**src/rtl/cla_nibble_seq.sv**
```systemverilog
// ----------------------------------------------------------------------------
// cla_nibble_seq
//   Nibble-serial sequencer wrapped around an external 4-bit carry-lookahead
//   adder. A wide operand pair is latched on start. Each cycle in RUN, one
//   nibble pair and the rippled carry go out to the CLA, and its 4-bit sum and
//   carry-out come back. The full-width result is registered on the last
//   nibble, and done pulses for one cycle.
//
//   Optional feature macro: CLA_SEQ_OVF_EN adds the registered signed-overflow
//   output ovf. When the macro is undefined, ovf and its logic are absent.
//
// Parameters
//   NIBBLES   operand width in nibbles (2..8); W = 4*NIBBLES
//
// Ports
//   clk       in   clock, rising edge
//   rst       in   synchronous active-high reset
//   start     in   request, sampled only in IDLE or DONE
//   a_in      in   W   operand A (sampled with start)
//   b_in      in   W   operand B (sampled with start)
//   cin       in   carry-in (sampled with start)
//   busy      out  high while in RUN
//   done      out  one-cycle completion pulse
//   sum_out   out  W   registered result, held until next completion
//   cout      out  registered final carry-out
//   cla_a     out  4   current nibble of A to the CLA (0 outside RUN)
//   cla_b     out  4   current nibble of B to the CLA (0 outside RUN)
//   cla_cin   out  current carry to the CLA (0 outside RUN)
//   cla_sum   in   4   CLA sum (combinational from cla_a/cla_b/cla_cin)
//   cla_cout  in   CLA carry-out
//   ovf       out  signed overflow (only with CLA_SEQ_OVF_EN)
// ----------------------------------------------------------------------------
module cla_nibble_seq #(
    parameter int NIBBLES = 4,
    localparam int W = 4 * NIBBLES
) (
    input  logic         clk,
    input  logic         rst,
    input  logic         start,
    input  logic [W-1:0] a_in,
    input  logic [W-1:0] b_in,
    input  logic         cin,
    output logic         busy,
    output logic         done,
    output logic [W-1:0] sum_out,
    output logic         cout,
    output logic [3:0]   cla_a,
    output logic [3:0]   cla_b,
    output logic         cla_cin,
    input  logic [3:0]   cla_sum,
    input  logic         cla_cout
`ifdef CLA_SEQ_OVF_EN
    ,
    output logic         ovf
`endif
);

    localparam int IW = (NIBBLES > 1) ? $clog2(NIBBLES) : 1;
    localparam logic [IW-1:0] LAST = IW'(NIBBLES - 1);

    typedef enum logic [1:0] {
        S_IDLE,
        S_RUN,
        S_DONE
    } state_t;

    state_t         r_state;
    logic [W-1:0]   r_a;
    logic [W-1:0]   r_b;
    // Only the lower nibbles are stored here. The top nibble goes straight
    // from cla_sum into sum_out on the completion edge.
    logic [W-5:0]   r_work;
    logic           r_carry;
    logic [IW-1:0]  r_idx;
    logic           r_busy;
    logic           r_done;
    logic [W-1:0]   r_sum;
    logic           r_cout;
`ifdef CLA_SEQ_OVF_EN
    logic           r_ovf;
`endif

    logic           w_run;
    logic [IW+1:0]  w_base;

    assign w_run  = (r_state == S_RUN);
    assign w_base = {r_idx, 2'b00};

    // CLA drive is combinational from the registered state, so the whole
    // CLA round trip fits inside one clock period.
    always_comb begin
        cla_a   = '0;
        cla_b   = '0;
        cla_cin = 1'b0;
        if (w_run) begin
            cla_a   = r_a[w_base +: 4];
            cla_b   = r_b[w_base +: 4];
            cla_cin = r_carry;
        end
    end

    always_ff @(posedge clk) begin
        if (rst) begin
            r_state <= S_IDLE;
            r_a     <= '0;
            r_b     <= '0;
            r_work  <= '0;
            r_carry <= 1'b0;
            r_idx   <= '0;
            r_busy  <= 1'b0;
            r_done  <= 1'b0;
            r_sum   <= '0;
            r_cout  <= 1'b0;
`ifdef CLA_SEQ_OVF_EN
            r_ovf   <= 1'b0;
`endif
        end else begin
            case (r_state)
                S_IDLE, S_DONE: begin
                    r_done <= 1'b0;
                    if (start) begin
                        r_a     <= a_in;
                        r_b     <= b_in;
                        r_carry <= cin;
                        r_idx   <= '0;
                        r_busy  <= 1'b1;
                        r_state <= S_RUN;
                    end else begin
                        r_busy  <= 1'b0;
                        r_state <= S_IDLE;
                    end
                end
                S_RUN: begin
                    r_carry <= cla_cout;
                    if (r_idx == LAST) begin
                        r_sum   <= {cla_sum, r_work};
                        r_cout  <= cla_cout;
`ifdef CLA_SEQ_OVF_EN
                        r_ovf   <= (r_a[W-1] == r_b[W-1]) && (cla_sum[3] != r_a[W-1]);
`endif
                        r_idx   <= '0;
                        r_busy  <= 1'b0;
                        r_done  <= 1'b1;
                        r_state <= S_DONE;
                    end else begin
                        r_work[w_base +: 4] <= cla_sum;
                        r_idx   <= r_idx + 1'b1;
                    end
                end
                default: begin
                    r_busy  <= 1'b0;
                    r_done  <= 1'b0;
                    r_state <= S_IDLE;
                end
            endcase
        end
    end

    assign busy    = r_busy;
    assign done    = r_done;
    assign sum_out = r_sum;
    assign cout    = r_cout;
`ifdef CLA_SEQ_OVF_EN
    assign ovf     = r_ovf;
`endif

endmodule

```
**config.mk**
```make
export PLATFORM = sky130hd
export DESIGN_NAME = cla_nibble_seq
export DESIGN_NICKNAME = d
export VERILOG_FILES = /design/src/rtl/cla_nibble_seq.sv
export SDC_FILE = /design/constraint.sdc
export NUM_CORES = 1
export LEC_CHECK = 0
export CORE_AREA = 3 3 80 113
export DETAILED_ROUTE_END_ITERATION = 12
export DIE_AREA = 0 0 83 116
export PLACE_DENSITY_LB_ADDON = 0.3
export SETUP_SLACK_MARGIN = 0.3
export SLEW_MARGIN = 0
export SYNTH_ARGS = -nofsm -noshare
export SYNTH_HDL_FRONTEND = slang
export SYNTH_SLANG_ARGS = --single-unit
```
**constraint.sdc**
```tcl
create_clock -name clk -period 2.3 [get_ports clk]
set_input_delay 0.46 -clock clk [delete_from_list [all_inputs] [get_ports clk]]
set_output_delay 0.46 -clock clk [all_outputs]
set_load 0.05 [all_outputs]
```
After elaboration in Yosys (flattened, before gate mapping)
Index checks and enable logic that the tools add are counted.
{ "word_totals": {"regBits": 68, "latchBits": 0, "ram_bits": 0, "romBits": 0, "inputBits": 41, "output_inout_bits": 28, "word_cells": 46, "memories": 0} }
{ "op_classes": {"add_sub_neg": 2, "multipliers": 0, "div_mod_pow": 0, "magnitude_cmp": 0, "eq_ne": 5, "shift": 4, "mux": 15, "bitwise": 2, "reduce_logical": 8} }
{ "ops": {"columns": ["op", "count"], "rows": [
  ["$shiftx 16x5->4", 2],
  ["$bwmux 12", 1],
  ["$shift 4x6->12 const A", 1],
  ["$shiftx 4x6->12", 1],
  ["$mux 4", 2],
  ["$pmux 2 s2", 2],
  ["$reduce_and 2->1", 4],
  ["$mux 2", 3],
  ["$neg 4->6", 1],
  ["$mux 1", 5],
  ["$eq 2x2->1 const B", 2],
  ["$pmux 1 s2", 2],
  ["$reduce_or 2->1", 2],
  ["$add 2x1->2 const B", 1],
  ["$eq 2x1->1 const B", 1],
  ["$logic_not 2->1", 1],
  ["$ne 2x1->1 const B", 1],
  ["$ne 2x2->1 const B", 1],
  ["$not 1->1", 2],
  ["$reduce_bool 2->1", 1]
]} }

Longest topological paths before layout
Gate-level depths: netlist (run 1).
{ "depth": {"word_depth": 4, "mapped_depth": 7, "mapped_depth_nobuf": 5} }

Worst setup path after synthesis (run 1)
No wires, ideal clock.
{ "synth_path": {"path_type": "register to output", "start": "register, netlist name busy", "end": "output port cla_cin", "arrival_time_ps": 1788, "required_ps": 1840, "setup_slack_ps": 52, "path_stages_with_launch": 5, "n_path_buf": 2, "cell_sequence": "dfxtp_1 > buf_4 > nand2b_4 > buf_4 > nor2_1"} }
{ "synth_lines": {"columns": ["item", "line", "text"], "rows": [
  ["end, declared", "49", "output logic cla_cin,"]
]} }

Final worst setup path (run 1)
{ "layout_path": {"start": "register r_idx[0]", "end": "output port cla_b[3]"} }
{ "layout_via": {"elab_chain_cells": 2} }
{ "layout_rtl": {"columns": ["item", "line", "text"], "rows": [
  ["start, declared", "74", "logic [IW-1:0] r_idx;"],
  ["start signal, assigned", "147", "r_idx <= r_idx + 1'b1;"],
  ["$shiftx 16x5->4", "97", "cla_b = r_b[w_base +: 4];"],
  ["$mux 4", "95", "if (w_run) begin"],
  ["end, declared", "48", "output logic [3:0] cla_b,"]
]} }
No other way between the ends.

==> flow_summary.json, run 1 <==
{
  "status": "finished clean",
  "drt_iter0_markers": 70,
  "yosys.area_share.simple": 0.231,
  "grt_pass1_wl_mm": 10.5,
  "p_leak_nw": 1.39,
  "yosysTopAreaCell": "dfxtp_1",
  "period_minus_slack_ns": 2.08,
  "area_growth_pct": 39.4,
  "syn_nets": 365,
  "vias_per_cell": 4.72,
  "route.detailed.drc": 0,
  "core-area_um2": 8100,
  "yosysWarnings": 0,
  "fmax_mhz": 481,
  "synth_edf_count": 0,
  "nFillCells": 798,
  "num_antenna_cells": 0,
  "setup_viol": 0,
  "die_area_um2": 9630,
  "initial_core_util": 0.348,
  "whs_ns": 0.451,
  "num_vias": 2312,
  "avgSynthCellArea_um2": 8.84,
  "cts-root-buf": "clkbuf_16",
  "crit_path_end_kind": "output pin",
  "critPathMaxFanout": 5,
  "grt_max_degree": 30,
  "ant_nets": 0,
  "tightest_slew_ns": 0.502,
  "synth.most_common_cell": "nand2_1",
  "hp-class": "reg2reg",
  "maxCapViolCount": 0,
  "gr-usage-met1": 0.146,
  "use_met2": 0.255,
  "ctsHoldBuffers": 0,
  "io_buffers": 68,
  "max_slew_margin": 0.664,
  "ys_ff_latch": 67,
  "crit_type": "reg2out",
  "postSynth.asyncResetShare": 0,
  "nNetsFinal": 429,
  "setup-tns-final_ns": 0,
  "synth_xor_area_frac": 0,
  "synth_top_family_by_area": "simple AND/OR/NAND/NOR gates",
  "dieWidth_um": 83,
  "rows": 39,
  "wl_per_cell_um": 13.0,
  "drtPass1Iterations": 5,
  "cts.reportedPaths.clkPinSlew_ns": 0.05,
  "clk_path_buf_depth": 2,
  "first_global_vias": 2215,
  "power.density_nw_per_um2": 787,
  "synth.area.mux_share": 0.0665,
  "maxSlewViolCount": 0,
  "dp_hpwl_mm": 4.66,
  "cp_data_arrival_time_ns": 1.62,
  "dieHeight_um": 116,
  "drive_above_1_share": 0.160,
  "cts.sinks": 67,
  "vdd_drop_max_v": 0.000482,
  "grt_usage": 0.137,
  "synthFlopType": "dfxtp_1",
  "ys_seq_area_frac": 0.475,
  "rsz0062_at_grt": "true",
  "synth-compound-area-share": 0.134,
  "grt_antenna_before_repair": 0,
  "synth_adder_area_share": 0.0222,
  "yosysUniqueCellTypes": 30,
  "grt-ovfl-total": 0,
  "ios": 69,
  "cp-start-kind": "register",
  "final-hold-violation-count": 0,
  "htreeDepth": 3,
  "yosys-top-cells-count": "100 x nand2_1, 67 x dfxtp_1, 50 x a21oi_1",
  "required_ns": 1.84,
  "yosys-top-cells-area": "dfxtp_1 48%, nand2_1 13%, a21oi_1 8.9%",
  "synth_top_area_frac": 0.475,
  "met3_usage": 0.0284,
  "min_period_over_period": 0.903,
  "wl_mm": 6.38,
  "gp_congestion": 0.736,
  "cts_tree": "built",
  "clock_latency_ns": 0.32,
  "synthCells": 319,
  "top_usage_layer": "met2",
  "cts-buffers-inserted": 9,
  "finClkSkew_ns": 0.00369,
  "syn_area_um2": 2820
}
==> sequential cells by signal (all words and copies together) (netlist names) <==
name     flops
r_a         16
r_b         16
sum_out     16
r_work      12
r_idx        2
busy         1
cout         1
done         1
r_carry      1
r_state      1
==> layer usage <==
| metal | wire length (µm) | up-vias |
|---|---|---|
| met5 | 0 | - |
| met4 | 96 | 0 |
| met3 | 319 | 8 |
| met2 | 3380 | 54 |
| met1 | 2580 | 1047 |
| li1 | - | 1203 |
==> cell type report <==
type | instances | area (µm²) | area share
multi-input cells | 213 | 1290 | 0.329
repair buffers | 77 | 768 | 0.195
clock inverters | 7 | 116 | 0.0296
well taps | 102 | 128 | 0.0324
inverters | 15 | 56.3 | 0.0143
clock buffers | 9 | 225 | 0.0573
flip-flops and latches | 67 | 1350 | 0.342
==> kinds of logic after synthesis <==
logic type,count (synthesis)
AOI/OAI and AO/OA,65
buffers and inverters,39
DFF,67
muxes,8
and+or+nand+nor,135
adders and majority gates,5
==> final timing paths <==
kind	start	endpoint	slack (ns)	depth (start not counted)
min reg2reg	sum_out[14]	sum_out[14]	0.45	2
max reg2reg	r_idx[0]	r_work[5]	0.51	7
max	r_idx[0]	cla_b[3]	0.22	4
min	sum_out[14]	sum_out[14]	0.45	2
==> power breakdown <==
| part | internal [mW] | switching (mW) |
|---|---|---|
| clock | 1.05 | 0.483 |
| combinational | 0.161 | 0.161 |
| sequential | 1.21 | 0.0275 |
==> per-stage QoR <==
stage	setup slack (ns)	util	area, µm²	total power [mW]	instances
3_3_place_gp	0.357	0.436	3530	1.56	473
5_1_grt	0.169	0.486	3930	3.21	490
2_1_floorplan	0.185	-	2820	1.45	319
4_1_cts	0.214	0.485	3930	3.13	490
6_report	0.223	0.486	3930	3.09	490
3_5_place_dp	0.380	0.436	3530	1.57	473
==> layout by cell type (no fill, tap or decap), types with 2 or more instances in the layout <==
master / n
clkinv_2: 2
and4bb_2: 3
nand2_1: 100
nor2b_4: 6
nand3_1: 3
buf_4: 8
buf_6: 10
nor3b_1: 2
clkbuf_16: 9
mux4_2: 8
inv_1: 15
nand2b_1: 5
ha_1: 5
dfxtp_2: 3
nor2_1: 4
nor2b_1: 3
bufinv_16: 3
clkdlybuf4s50_1: 57
a21oi_1: 50
o32ai_1: 12
dfxtp_1: 64
==> critical path: stages (launching register included) <==
cell and delay, ns:
dfxtp_2 0.34, buf_6 0.14, mux4_2 0.50, nor2b_4 0.15, buf_6 0.16
==> repair_timing <==
item,4_1_cts,5_1_grt
buffers inserted,1,0
resized for setup,19,1
setup endpoints to repair,9,22
pin swaps,0,0
No activity file was read; power rests on OpenSTA's default activity.
==> inputs of run 2 (changes only) <==
--- a/config.mk
+++ b/config.mk
@@ -8,8 +8,8 @@
 export CORE_AREA = 3 3 80 113
 export DETAILED_ROUTE_END_ITERATION = 12
 export DIE_AREA = 0 0 83 116
+export MAX_ROUTING_LAYER = met4
 export PLACE_DENSITY_LB_ADDON = 0.3
-export SETUP_SLACK_MARGIN = 0.3
 export SLEW_MARGIN = 0
 export SYNTH_ARGS = -nofsm -noshare
 export SYNTH_HDL_FRONTEND = slang
==> constraint.sdc (replaced) <==
create_clock -name clk -period 2.3 [get_ports clk]
set_input_delay 0.46 -clock clk [delete_from_list [all_inputs] [get_ports clk]]
set_output_delay 0.46 -clock clk [all_outputs]
set_load 0.1 [all_outputs]
==> flow_summary.json, run 2 (synthesis gave the netlist of run 1 again) <==
{
  "status": "finished clean",
  "dieHeight_um": 116,
  "r2r_slack_ns": 0.46,
  "ios": 69,
  "drt_iter0_markers": 73,
  "cp-start-kind": "register",
  "io_buffers": 68,
  "dp_hpwl_mm": 4.46,
  "clock_latency_ns": 0.33,
  "p_clk_frac": 0.480,
  "first_global_vias": 2272,
  "rsz0062_at_grt": "false",
  "required_ns": 1.84,
  "fmax_mhz": 456,
  "finClkSkew_ns": 0.00435,
  "cp_data_arrival_time_ns": 1.74,
  "period_minus_slack_ns": 2.20,
  "maxCapViolCount": 0,
  "wl_mm": 6.27,
  "crit_type": "reg2out",
  "seq_power_share": 0.403,
  "final-hold-violation-count": 0,
  "reg2reg_from": "r_idx[1]",
  "most-common-layout-cells": "100 x nand2_1, 65 x dfxtp_1, 50 x a21oi_1",
  "rows": 39,
  "num_antenna_cells": 0,
  "initial_core_util": 0.348,
  "ff2ff_path_depth": 6,
  "p_sw_uw": 690,
  "grt_antenna_before_repair": 0,
  "gp_congestion": 0.780,
  "drtPass1Iterations": 4,
  "cts_tree": "built",
  "cts.sinks": 67,
  "cts.reportedPaths.clkPinSlew_ns": 0.05,
  "internal_power_mw": 2.38,
  "vdd_drop_max_v": 0.000506,
  "nNetsFinal": 429,
  "cts-root-buf": "clkbuf_16",
  "netSwitchingFraction": 0.225,
  "min_period_over_period": 0.954,
  "maxSlewViolCount": 0,
  "core-area_um2": 8100,
  "post-cts-setup-buffers": 0,
  "clk_path_buf_depth": 2,
  "hp-class": "reg2reg",
  "grt_pass1_wl_mm": 10.4,
  "setup-tns-final_ns": 0,
  "holdPathEnd": "r_a[7]",
  "htreeDepth": 3,
  "max_slew_margin": 0.585,
  "grt_max_degree": 36,
  "rr_endpoint": "r_work[7]",
  "grt_usage": 0.139,
  "die_area_um2": 9630,
  "final_common_cell": "nand2_1",
  "tightest_slew_ns": 0.622,
  "min_from": "r_a[7]",
  "p_leak_nw": 1.46,
  "power.density_nw_per_um2": 773,
  "drive_above_1_share": 0.201,
  "nFillCells": 827,
  "vias_per_cell": 4.77,
  "hold-path-cell-count": 2,
  "crit_path_end_kind": "output pin",
  "wl_per_cell_um": 12.8,
  "whs_ns": 0.449,
  "ant_nets": 0,
  "dieWidth_um": 83,
  "cts-buffers-inserted": 9,
  "route.detailed.drc": 0,
  "critPathMaxFanout": 9,
  "combPwrFrac": 0.117,
  "area_growth_pct": 40.7,
  "grt-ovfl-total": 0,
  "setup_viol": 0,
  "num_vias": 2338
}
## run 2: worst max-delay path by stage
stage,from,endpoint,slack (ns),depth (start not counted)
CTS,r_idx[0],cla_a[0],0.01,4
finish,r_idx[0],cla_a[0],0.10,4
global placement,r_idx[0],cla_a[0],0.24,4
detailed placement,r_idx[0],cla_a[0],0.21,4
floorplan,busy,cla_a[3],0.03,3
global route,r_idx[0],cla_a[0],0.03,4
## run 2: timing repair
action,in CTS,in global routing
setup endpoints to repair,8,4
gates resized for setup,1,1
endpoints found under the hold margin,0,0
hold buffers,0,0
## run 2: area by class of cell
cell class / instances / area [µm²] / area share
inverter: 15 / 56.3 / 0.0142
clock buffer: 11 / 253 / 0.0637
tap: 102 / 128 / 0.0321
clock inverter: 5 / 75.1 / 0.0189
timing repair buffer: 77 / 811 / 0.204
multi-input combinational: 213 / 1300 / 0.328
sequential: 67 / 1350 / 0.339
## run 2: power by group through the flow
stage                     clock network [mW]  registers [mW]  logic [mW]
after floorplan                            0            1.26       0.223
after global placement                     0            1.26       0.357
after detailed placement                   0            1.26       0.362
after CTS                               1.50            1.24       0.364
after global routing                    1.55            1.24       0.390
final                                   1.47            1.24       0.359
## run 2: stage by stage
stage | area, µm² | setup slack, ns | util | total power [mW] | std cells
after floorplan | 2840 | 0.0275 | - | 1.48 | 319
after global placement | 3640 | 0.237 | 0.449 | 1.61 | 474
after detailed placement | 3640 | 0.211 | 0.449 | 1.62 | 474
after CTS | 3970 | 0.0122 | 0.490 | 3.10 | 490
after global routing | 3970 | 0.0343 | 0.490 | 3.18 | 490
final | 3970 | 0.105 | 0.490 | 3.07 | 490
## run 2: critical path, cell delays in order, from the launching register on
cell	delay, ns
dfxtp_4	0.42
buf_4	0.17
mux4_2	0.50
nor2b_4	0.15
buf_12	0.17
## run 2: layer usage
metal  GRT usage  part of all wire  vias to the layer above  wire length, µm
met3      0.0420             0.048                       11              302
met5           -                 0                        -                0
li1            -                 -                     1195                -
met4      0.0796             0.027                        0              170
met2       0.234              0.50                       48             3120
met1       0.146              0.43                     1084             2680
==> inputs of run 3 (changes only) <==
--- a/config.mk
+++ b/config.mk
@@ -8,6 +8,7 @@
 export CORE_AREA = 3 3 80 113
 export DETAILED_ROUTE_END_ITERATION = 12
 export DIE_AREA = 0 0 83 116
+export DONT_BUFFER_PORTS = 1
 export MAX_ROUTING_LAYER = met4
 export PLACE_DENSITY_LB_ADDON = 0.3
 export SLEW_MARGIN = 0
==> flow_summary.json, run 3 (synthesis gave the netlist of run 1 again) <==
{
  "ctsHoldBuffers": 0,
  "grt_max_degree": 72,
  "post-cts-setup-buffers": 0,
  "first_global_vias": 2218,
  "wl_mm": 6.18,
  "htreeDepth": 3,
  "grt_pass1_wl_mm": 10.4,
  "max_slew_margin": 0.673,
  "fmax_mhz": 459,
  "drive_above_1_share": 0.211,
  "required_ns": 1.84,
  "grt-ovfl-total": 0,
  "whs_ns": 0.205,
  "slowest_stage": "mux4_1",
  "ios": 69,
  "clock_latency_ns": 0.32,
  "critPathTopFamily": "multiplexers",
  "most-common-layout-cells": "100 x nand2_1, 66 x dfxtp_1, 50 x a21oi_1",
  "fin_area_um2": 3540,
  "nNetsFinal": 387,
  "num_vias": 2208,
  "p_leak_nw": 1.28,
  "max_stage_delay_ns": 0.54,
  "io_buffers": 0,
  "cts.sinks": 67,
  "drt_iter0_markers": 61,
  "drtPass1Iterations": 4,
  "crit_chain": "buf_6 -> mux4_1 -> nor2b_2 -> buf_12",
  "route.detailed.drc": 0,
  "cts-buffers-inserted": 9,
  "wl_per_cell_um": 13.8,
  "status": "finished clean",
  "hp-class": "in2reg",
  "crit_type": "reg2out",
  "finClkSkew_ns": 0.00470,
  "cts-root-buf": "clkbuf_16",
  "tightest_slew_ns": 0.489,
  "clk_path_buf_depth": 2,
  "cp_data_arrival_time_ns": 1.72,
  "final_common_cell": "nand2_1",
  "ant_nets": 0,
  "die_area_um2": 9630,
  "dieWidth_um": 83,
  "cts_resized": 0,
  "vias_per_cell": 4.93,
  "post-place-ws_ns": 0.423,
  "cts_tree": "built",
  "maxSlewViolCount": 0,
  "fin_ws_ns": 0.121,
  "cp-start-kind": "register",
  "dp_hpwl_mm": 4.28,
  "setup_viol": 0,
  "power.density_nw_per_um2": 835,
  "initial_core_util": 0.348,
  "rsz0062_at_grt": "false",
  "setup-tns-final_ns": 0,
  "vdd_drop_max_v": 0.000416,
  "path_buf_inv": 2,
  "area_growth_pct": 25.4,
  "grt_usage": 0.140,
  "min_period_over_period": 0.947,
  "gp_congestion": 0.743,
  "dieHeight_um": 116,
  "maxCapViolCount": 0,
  "cts.reportedPaths.clkPinSlew_ns": 0.05,
  "grt_antenna_before_repair": 0,
  "period_minus_slack_ns": 2.18,
  "crit_path_end_kind": "output pin",
  "num_antenna_cells": 0,
  "rows": 39,
  "place_area_um2": 3220,
  "final-hold-violation-count": 0,
  "core-area_um2": 8100,
  "critPathMaxFanout": 7
}
## run 3: cell types whose count changed in the layout (fill, tap and decap cells not counted), moves of 2 or more
cell	change
clkinv_4	+2
buf_4	-2
clkbuf_8	-2
clkdlybuf4s50_1	-39
clkinv_2	-2
## run 3: worst register-to-register path: stages, from the launching register on
cell	delay, ns
dfxtp_1	0.51
inv_1	0.13
ha_1	0.33
nor3b_1	0.26
nand3_1	0.19
o32ai_1	0.16
## run 3: cell type report
| cell class | count | area (µm²) |
|---|---|---|
| well taps | 102 | 128 |
| flip-flops and latches | 67 | 1340 |
| fillers | 820 | 4560 |
| clock buffers | 10 | 229 |
| multi-input cells | 213 | 1300 |
| clock inverters | 6 | 90.1 |
| repair buffers | 35 | 392 |
| inverters | 15 | 56.3 |
## run 3: routing by layer
layer	vias up	global-route usage	wire length, µm
met5	-	-	0
met1	1021	0.149	2590
met3	12	0.0477	349
met4	0	0.0698	147
li1	1119	-	-
met2	56	0.232	3100
## run 3: final timing paths
path                   from          to  slack (ns)  cells past startpoint
setup / recovery   r_idx[0]    cla_a[3]        0.12                      4
hold / removal          rst  sum_out[9]        0.20                      1
setup reg to reg   r_idx[1]   r_work[8]        0.62                      5
hold reg to reg   r_work[1]  sum_out[1]        0.44                      2
## run 3: through the flow
step | std cells | util | power [mW]
5_1_grt | 448 | 0.437 | 3.08
3_5_place_dp | 432 | 0.397 | 1.53
3_3_place_gp | 432 | 0.397 | 1.52
4_1_cts | 448 | 0.436 | 3.00
6_report | 448 | 0.437 | 2.96
2_1_floorplan | 319 | - | 1.48
## run 3: power by group
part / total, mW / internal (mW) / switching [mW]
sequential: 1.23 / 1.21 / 0.0256
combinational: 0.271 / 0.111 / 0.160
clock: 1.45 / 0.950 / 0.504
